[src/rtl/gfx_line_if.sv]
// gfx_line_if -- command and pixel handshakes of the gfx_line rasteriser.
//
// Handshake rule (both channels): a transfer happens on every rising clk
// edge where valid and ready are both high; the source holds its payload
// stable while valid is high and ready is low.
//
// Signals:
//   cmd_x0/cmd_y0/cmd_x1/cmd_y1/cmd_color, cmd_valid -> rasteriser, cmd_ready <-
//   gfx_x/gfx_y/gfx_color, gfx_valid <- rasteriser, gfx_ready ->
//   busy, done, state_dbg  status outputs of the rasteriser
// Modports: master = command source / pixel sink, slave = rasteriser.
interface gfx_line_if #(
    parameter int X_BITS     = 10,
    parameter int Y_BITS     = 9,
    parameter int PIXEL_BITS = 12
);
    logic [X_BITS-1:0]     cmd_x0;
    logic [X_BITS-1:0]     cmd_x1;
    logic [Y_BITS-1:0]     cmd_y0;
    logic [Y_BITS-1:0]     cmd_y1;
    logic [PIXEL_BITS-1:0] cmd_color;
    logic                  cmd_valid;
    logic                  cmd_ready;

    logic [X_BITS-1:0]     gfx_x;
    logic [Y_BITS-1:0]     gfx_y;
    logic [PIXEL_BITS-1:0] gfx_color;
    logic                  gfx_valid;
    logic                  gfx_ready;

    logic                  busy;
    logic                  done;
    logic [1:0]            state_dbg;

    modport master (
        output cmd_x0, cmd_x1, cmd_y0, cmd_y1, cmd_color, cmd_valid, gfx_ready,
        input  cmd_ready, gfx_x, gfx_y, gfx_color, gfx_valid, busy, done, state_dbg
    );

    modport slave (
        input  cmd_x0, cmd_x1, cmd_y0, cmd_y1, cmd_color, cmd_valid, gfx_ready,
        output cmd_ready, gfx_x, gfx_y, gfx_color, gfx_valid, busy, done, state_dbg
    );
endinterface

[src/rtl/gfx_line.sv]
// gfx_line -- Bresenham line rasteriser.
//
// Accepts one line command (two endpoints + color) in IDLE, spends one INIT
// cycle computing the error terms, then emits one pixel per accepted gfx
// transfer in DRAW until the end point has been transferred, then pulses done.
//
// Ports:
//   clk    rising-edge clock
//   reset  synchronous, active-high
//   bus    gfx_line_if.slave (command in, pixel out, busy/done/state_dbg)
//
// Optional feature: define GFX_LINE_CLIP_EN to skip (in one cycle, without
// a gfx transfer) any pixel lying outside FB_WIDTH x FB_HEIGHT.
module gfx_line #(
    parameter int FB_WIDTH   = 640,
    parameter int FB_HEIGHT  = 480,
    parameter int PIXEL_BITS = 12
) (
    input  logic     clk,
    input  logic     reset,
    gfx_line_if.slave bus
);
    localparam int X_BITS  = $clog2(FB_WIDTH);
    localparam int Y_BITS  = $clog2(FB_HEIGHT);
    localparam int XY_BITS = (X_BITS > Y_BITS) ? X_BITS : Y_BITS;
    // Two extra bits: one for sign, one so dx-dy cannot overflow.
    localparam int W = XY_BITS + 2;

    localparam logic [1:0] IDLE = 2'd0;
    localparam logic [1:0] INIT = 2'd1;
    localparam logic [1:0] DRAW = 2'd2;

    logic [1:0]            state;
    logic [X_BITS-1:0]     x0_q, x1_q, cur_x;
    logic [Y_BITS-1:0]     y0_q, y1_q, cur_y;
    logic [PIXEL_BITS-1:0] color_q;
    logic                  done_q;
    logic                  sx_neg, sy_neg;

    logic signed [W-1:0]   dx, dy, err;
    logic signed [W-1:0]   diff_x, diff_y, abs_x, abs_y, err_nxt;
    logic signed [W:0]     e2;
    logic                  step_x, step_y, at_end, visible, advance;

    always_comb begin
        diff_x  = $signed(W'(x1_q)) - $signed(W'(x0_q));
        diff_y  = $signed(W'(y1_q)) - $signed(W'(y0_q));
        abs_x   = (diff_x < 0) ? -diff_x : diff_x;
        abs_y   = (diff_y < 0) ? -diff_y : diff_y;
        e2      = $signed({err, 1'b0});
        // Both decisions use the pre-update err; a diagonal step applies both.
        step_x  = (e2 >= $signed({dy[W-1], dy}));
        step_y  = (e2 <= $signed({dx[W-1], dx}));
        err_nxt = err + (step_x ? dy : '0) + (step_y ? dx : '0);
        at_end  = (cur_x == x1_q) && (cur_y == y1_q);
`ifdef GFX_LINE_CLIP_EN
        visible = ({1'b0, cur_x} < (X_BITS+1)'(FB_WIDTH)) &&
                  ({1'b0, cur_y} < (Y_BITS+1)'(FB_HEIGHT));
`else
        visible = 1'b1;
`endif
        // An invisible pixel steps without waiting for the pixel sink.
        advance = (state == DRAW) && (!visible || bus.gfx_ready);
    end

    assign bus.cmd_ready = (state == IDLE);
    assign bus.busy      = (state != IDLE);
    assign bus.gfx_valid = (state == DRAW) && visible;
    assign bus.gfx_x     = cur_x;
    assign bus.gfx_y     = cur_y;
    assign bus.gfx_color = color_q;
    assign bus.done      = done_q;
    assign bus.state_dbg = state;

    always_ff @(posedge clk) begin
        if (reset) begin
            state   <= IDLE;
            done_q  <= 1'b0;
            cur_x   <= '0;
            cur_y   <= '0;
            color_q <= '0;
        end else begin
            done_q <= 1'b0;
            case (state)
                IDLE: begin
                    if (bus.cmd_valid) begin
                        x0_q    <= bus.cmd_x0;
                        y0_q    <= bus.cmd_y0;
                        x1_q    <= bus.cmd_x1;
                        y1_q    <= bus.cmd_y1;
                        color_q <= bus.cmd_color;
                        state   <= INIT;
                    end
                end
                INIT: begin
                    dx     <= abs_x;
                    dy     <= -abs_y;
                    err    <= abs_x - abs_y;
                    sx_neg <= !(x0_q < x1_q);
                    sy_neg <= !(y0_q < y1_q);
                    cur_x  <= x0_q;
                    cur_y  <= y0_q;
                    state  <= DRAW;
                end
                DRAW: begin
                    if (advance) begin
                        if (at_end) begin
                            state  <= IDLE;
                            done_q <= 1'b1;
                        end else begin
                            if (step_x) cur_x <= sx_neg ? cur_x - 1'b1 : cur_x + 1'b1;
                            if (step_y) cur_y <= sy_neg ? cur_y - 1'b1 : cur_y + 1'b1;
                            err <= err_nxt;
                        end
                    end
                end
                default: state <= IDLE;
            endcase
        end
    end
endmodule

[src/flat_wrapper.sv]
// flat-port wrapper written by rule: the top's interface ports become plain ports
module gfx_line_flat 
#(
    parameter int FB_WIDTH   = 640,
    parameter int FB_HEIGHT  = 480,
    parameter int PIXEL_BITS = 12
)
  (clk, reset, bus_cmd_x0, bus_cmd_x1, bus_cmd_y0, bus_cmd_y1, bus_cmd_color, bus_cmd_valid, bus_gfx_ready, bus_cmd_ready, bus_gfx_x, bus_gfx_y, bus_gfx_color, bus_gfx_valid, bus_busy, bus_done, bus_state_dbg);
  gfx_line_if #(.X_BITS(($clog2(FB_WIDTH))), .Y_BITS(($clog2(FB_HEIGHT))), .PIXEL_BITS(PIXEL_BITS)) bus_i ();
  input  logic clk;
  input  logic reset;
  input wire logic [$bits(bus_i.cmd_x0)-1:0] bus_cmd_x0;
  input wire logic [$bits(bus_i.cmd_x1)-1:0] bus_cmd_x1;
  input wire logic [$bits(bus_i.cmd_y0)-1:0] bus_cmd_y0;
  input wire logic [$bits(bus_i.cmd_y1)-1:0] bus_cmd_y1;
  input wire logic [$bits(bus_i.cmd_color)-1:0] bus_cmd_color;
  input wire logic [$bits(bus_i.cmd_valid)-1:0] bus_cmd_valid;
  input wire logic [$bits(bus_i.gfx_ready)-1:0] bus_gfx_ready;
  output wire logic [$bits(bus_i.cmd_ready)-1:0] bus_cmd_ready;
  output wire logic [$bits(bus_i.gfx_x)-1:0] bus_gfx_x;
  output wire logic [$bits(bus_i.gfx_y)-1:0] bus_gfx_y;
  output wire logic [$bits(bus_i.gfx_color)-1:0] bus_gfx_color;
  output wire logic [$bits(bus_i.gfx_valid)-1:0] bus_gfx_valid;
  output wire logic [$bits(bus_i.busy)-1:0] bus_busy;
  output wire logic [$bits(bus_i.done)-1:0] bus_done;
  output wire logic [$bits(bus_i.state_dbg)-1:0] bus_state_dbg;
  assign bus_i.cmd_x0 = bus_cmd_x0;
  assign bus_i.cmd_x1 = bus_cmd_x1;
  assign bus_i.cmd_y0 = bus_cmd_y0;
  assign bus_i.cmd_y1 = bus_cmd_y1;
  assign bus_i.cmd_color = bus_cmd_color;
  assign bus_i.cmd_valid = bus_cmd_valid;
  assign bus_i.gfx_ready = bus_gfx_ready;
  assign bus_cmd_ready = bus_i.cmd_ready;
  assign bus_gfx_x = bus_i.gfx_x;
  assign bus_gfx_y = bus_i.gfx_y;
  assign bus_gfx_color = bus_i.gfx_color;
  assign bus_gfx_valid = bus_i.gfx_valid;
  assign bus_busy = bus_i.busy;
  assign bus_done = bus_i.done;
  assign bus_state_dbg = bus_i.state_dbg;
  gfx_line #(.FB_WIDTH(FB_WIDTH), .FB_HEIGHT(FB_HEIGHT), .PIXEL_BITS(PIXEL_BITS)) u_core (.clk(clk), .reset(reset), .bus(bus_i));
endmodule
[config.mk]
export PLATFORM = sky130hd
export DESIGN_NAME = gfx_line_flat
export DESIGN_NICKNAME = d
export VERILOG_FILES = /design/src/rtl/gfx_line_if.sv /design/src/rtl/gfx_line.sv /design/src/flat_wrapper.sv
export SDC_FILE = /design/constraint.sdc
export NUM_CORES = 1
export LEC_CHECK = 0
export CAP_MARGIN = 30
export CORE_MARGIN = 2
export CORE_UTILIZATION = 58
export CTS_CLUSTER_DIAMETER = 40
export DETAILED_ROUTE_END_ITERATION = 16
export GPL_TIMING_DRIVEN = 0
export HOLD_SLACK_MARGIN = 0.06
export PLACE_DENSITY_LB_ADDON = 0.25
export SLEW_MARGIN = 20
export SYNTH_ARGS = -nofsm -noshare
export SYNTH_HDL_FRONTEND = slang
export SYNTH_SLANG_ARGS = --single-unit
[constraint.sdc]
create_clock -name clk -period 6.14 [get_ports clk]
set_clock_uncertainty 0.05 [all_clocks]
set_input_delay 1.228 -clock clk [delete_from_list [all_inputs] [get_ports clk]]
set_output_delay 1.228 -clock clk [all_outputs]
set_load 0.01 [all_outputs]
==> results.md <==
Status:
- The flow ran to the end, and the final reports show no timing, DRC or antenna violations.

Timing:
- The count of final max-slew check failures came to 0.
- The aggregate negative setup slack is 0 ns.
- After layout, the worst path uses 90.9% of the clock period.
- The number of hold violations in the final report is 0.
- Based on the critical path, the design can be clocked at up to 0.179 GHz.
- The max-slew headroom at the worst pin is 49.9%.
- The slew at the pin closest to its max-slew limit is 0.750 ns.
- The final number of setup-violating endpoints is 0.
- The smallest clock period supported by the final layout is computed as 5.58 ns.
- Setup repair after global routing left no endpoint under its margin.

Logic synthesis:
- The async set or reset register ratio after synthesis is 0%.
- The number of distinct library cells after synthesis is 62.
- For this run, the number of Yosys warnings is 0.
- After synthesis, flip-flops and latches occupy 37.3% of the total area.
- The number of cells produced by synthesis is 859.
- In the post-synthesis netlist, the biggest area contributors are sky130_fd_sc_hd__edfxtp_1 29%, sky130_fd_sc_hd__ha_1 13%, sky130_fd_sc_hd__dfxtp_1 8.6%.
- After synthesis the netlist holds a flip-flop and latch count of 110.
- Counting every net in the synthesized netlist gives 1012.
- In this run the cell area of the synthesized design comes to 7940 µm².
- Summed over all instances, the cell type with the most area after synthesis is sky130_fd_sc_hd__edfxtp_1.
- Among all flip-flop cells after synthesis, the most frequent one is sky130_fd_sc_hd__edfxtp_1.
- The number of flops mapped to enable cells by yosys is 76.
- The average footprint of a synthesized cell is 9.25 µm².
- The top-area cell type share of the netlist area is 28.7%.

Die:
- Once the floorplan was initialized, standard cells occupied 59.7% of the core.
- The core region area is 13300 µm².
- The I/O pin count is 91.
- Row generation in the floorplan step produced 42 rows.
- The area of the die is 14600 µm².
- The floorplan die width is 121 µm.
- The floorplan die height is 121 µm.

Clock tree:
- The register clock-pin slew on the reported worst setup and hold paths is 0.08 ns.
- The H-tree was split into 3 levels.
- The tree is rooted in a sky130_fd_sc_hd__clkbuf_16.
- The latest clock arrival within the worst-skew pair is 0.36 ns.
- TritonCTS built the clock tree.
- The number of clock buffers added by TritonCTS is 9.
- The clock net in this run drives a total of 110 sinks.
- In this run the deepest clock path goes through 2 buffers.

Worst hold path:
- The worst hold path belongs to the class reg2reg.

Detailed routing:
- After detailed routing, the number of vias per cell comes to 5.63.
- The number of optimization iterations in the first detailed-route pass is 5.
- The DRC marker count from the first detailed-route iteration is 461.
- After detailed routing, the number of remaining DRC violations is 0.
- The count of nets left with antenna violations once routing finished came out at 0.
- The detail-routed net length per standard cell is 16.4 µm.
- The overall routed net length is 18800 µm.
- The via count is 6422.

Setup path:
- The critical path in this run is classified as reg2reg.
- For the worst setup path, the data required time is 6.17 ns.
- Data arrives at the worst endpoint at 5.61 ns.
- The startpoint type of the worst setup path is a flip-flop.
- The nature of the critical path endpoint is a flip-flop.
- The highest net fanout along the worst path is 10.

Power:
- Summed over all cells, the static leakage comes to 4.00 nW.
- The total power divided by cell area is 260 nW/µm².
- The peak supply drop is 0.147 mV.

Placement:
- The quantity of I/O buffers inserted on ports is 89.
- Once detailed placement completed, the half-perimeter wirelength came to 15100 µm.
- Routability-driven placement finished with a final weighted congestion of 0.928.

Finish:
- Counting the fill cells in the layout gives 1032.
- The post-route netlist has 4.25% of its cells at a drive strength greater than 1.
- The final core utilization is 70.6%.
- The post-layout net count is 1113.
- The repair_antennas step left the layout with diodes totalling 0.
- In the layout the commonest cells are 111 x sky130_fd_sc_hd__inv_1, 89 x sky130_fd_sc_hd__clkdlybuf4s50_1, 82 x sky130_fd_sc_hd__ha_1.
- The area used by sequential logic in the layout is 2960 µm².
- The synthesis-to-finish area growth is 18.2%.
- The multi-input gate area in the final layout is 4510 µm².
- The most common cell after layout, fill and taps aside is sky130_fd_sc_hd__inv_1.

GRT:
- The number of antenna violations at the first check in global routing was 0.
- Entering global routing, the biggest net connects 31 pins.
- The global-route congestion overflow total is 0.
- The via count of the first global-routing pass is 6405.
- The first-pass GRT wire length is 30700 µm.
- The aggregate global-route resource usage is 26.7%.

Job:
- Across the run, the number of max-cap violations was 0.
## repair_timing
action	4_1_cts	5_1_grt
resized for setup	0	1
endpoints found under the setup margin	0	2
buffers inserted	0	0
hold buffers	0	0
## cell families after synthesis
kind of cell | Yosys count | synth area share [%]
and+or+nand+nor | 242 | 14.5
AOI/OAI and AO/OA | 189 | 14.9
buffers and inverters | 131 | 6.22
DFF | 110 | 37.3
adders and majority gates | 99 | 17.2
xor gates and xnor gates | 81 | 9.12
muxes | 5 | 0.662
other | 2 | 0.0946
## sequential cells by signal (all words and copies together), names as in the netlist, 10 cells and up
name	flops
u_core.bus.gfx_color	12
u_core.dx	12
u_core.dy	12
u_core.err	12
u_core.bus.gfx_x	10
u_core.x0_q	10
u_core.x1_q	10
## synth_stat cells (all sizes together) (2+ instances only)
library cell	number
o22ai	2
mux2	2
nor4	3
ha	82
nand3	18
xor2	17
a211oi	11
or2	6
edfxtp	76
or3	4
o21ai	43
mux2i	3
a21o	18
nor2b	10
o21a	5
conb	2
a211o	3
nand2b	12
fa	17
nand3b	5
nand4	11
o31ai	6
o21bai	3
dfxtp	34
a311oi	7
a31oi	4
buf	4
a221oi	2
nor2	68
a21oi	69
nor3	15
xnor2	64
inv	111
and3	7
o31a	3
clkbuf	16
and2	6
a21boi	2
nand2	74
## power by group
part / internal, mW / total (mW) / leakage, nW / switching, mW
Combinational: 0.431 / 0.938 / 2.88 / 0.507
Sequential: 0.874 / 0.920 / 0.973 / 0.0461
Clock: 0.286 / 0.578 / 0.145 / 0.292
Total: 1.59 / 2.44 / 4.00 / 0.845
## critical path, cell delays in order (launching register included)
cell	delay, ns
sky130_fd_sc_hd__edfxtp_1	0.43
sky130_fd_sc_hd__ha_1	0.34
sky130_fd_sc_hd__a211oi_1	0.22
sky130_fd_sc_hd__nor2_1	0.08
sky130_fd_sc_hd__o31a_1	0.27
sky130_fd_sc_hd__o311a_1	0.34
sky130_fd_sc_hd__a211oi_2	0.52
sky130_fd_sc_hd__clkbuf_1	0.42
sky130_fd_sc_hd__nand2_1	0.14
sky130_fd_sc_hd__fa_1	0.58
sky130_fd_sc_hd__inv_1	0.07
sky130_fd_sc_hd__ha_1	0.29
sky130_fd_sc_hd__a21o_1	0.18
sky130_fd_sc_hd__a21oi_1	0.23
sky130_fd_sc_hd__o21ai_0	0.12
sky130_fd_sc_hd__a21oi_1	0.22
sky130_fd_sc_hd__o21ai_0	0.19
sky130_fd_sc_hd__a21o_1	0.21
sky130_fd_sc_hd__a21oi_1	0.17
sky130_fd_sc_hd__xor2_1	0.15
sky130_fd_sc_hd__o21ai_0	0.10
## cell type report
| cell class | instances | area share (%) |
|---|---|---|
| buffer | 20 | 0.827 |
| inverter | 111 | 4.44 |
| clock inverter | 7 | 0.667 |
| tap | 176 | 2.35 |
| clock buffer | 9 | 2.40 |
| multi-input combinational | 618 | 48.0 |
| timing repair buffer | 90 | 9.71 |
| sequential | 110 | 31.6 |
## routing by layer
| layer | vias up | wire length [µm] | GRT usage (%) |
|---|---|---|---|
| met4 | 0 | 454 | 8.79 |
| li1 | 3176 | - | - |
| met2 | 217 | 9260 | 46.2 |
| met5 | - | 0 | 0 |
| met1 | 2996 | 8070 | 34.2 |
| met3 | 33 | 992 | 3.81 |
## per-stage QoR
stage                     instances  total power, mW  worst slack, ns  area [µm²]  hold slack [ns]
after global placement         1124             1.83            0.355        9050            0.392
after global routing           1141             2.60            0.156        9390            0.426
after detailed placement       1125             1.86            0.246        9090            0.399
after floorplan                 859             1.61             1.35        7940            0.431
final                          1141             2.44            0.559        9390            0.405
after CTS                      1141             2.43            0.223        9380            0.407
## final timing paths
path | start | endpoint | slack (ns) | depth (start not counted)
hold reg to reg | u_core.bus.gfx_color[2]$_SDFFE_PP0P_ | u_core.bus.gfx_color[2]$_SDFFE_PP0P_ | 0.40 | 2
setup reg to reg | u_core.err[1]$_DFFE_PP_ | u_core.err[10]$_DFFE_PP_ | 0.56 | 20
hold / removal | u_core.bus.gfx_color[2]$_SDFFE_PP0P_ | u_core.bus.gfx_color[2]$_SDFFE_PP0P_ | 0.40 | 2
setup / recovery | u_core.err[1]$_DFFE_PP_ | u_core.err[10]$_DFFE_PP_ | 0.56 | 20
No activity file was read; power rests on OpenSTA's default activity.
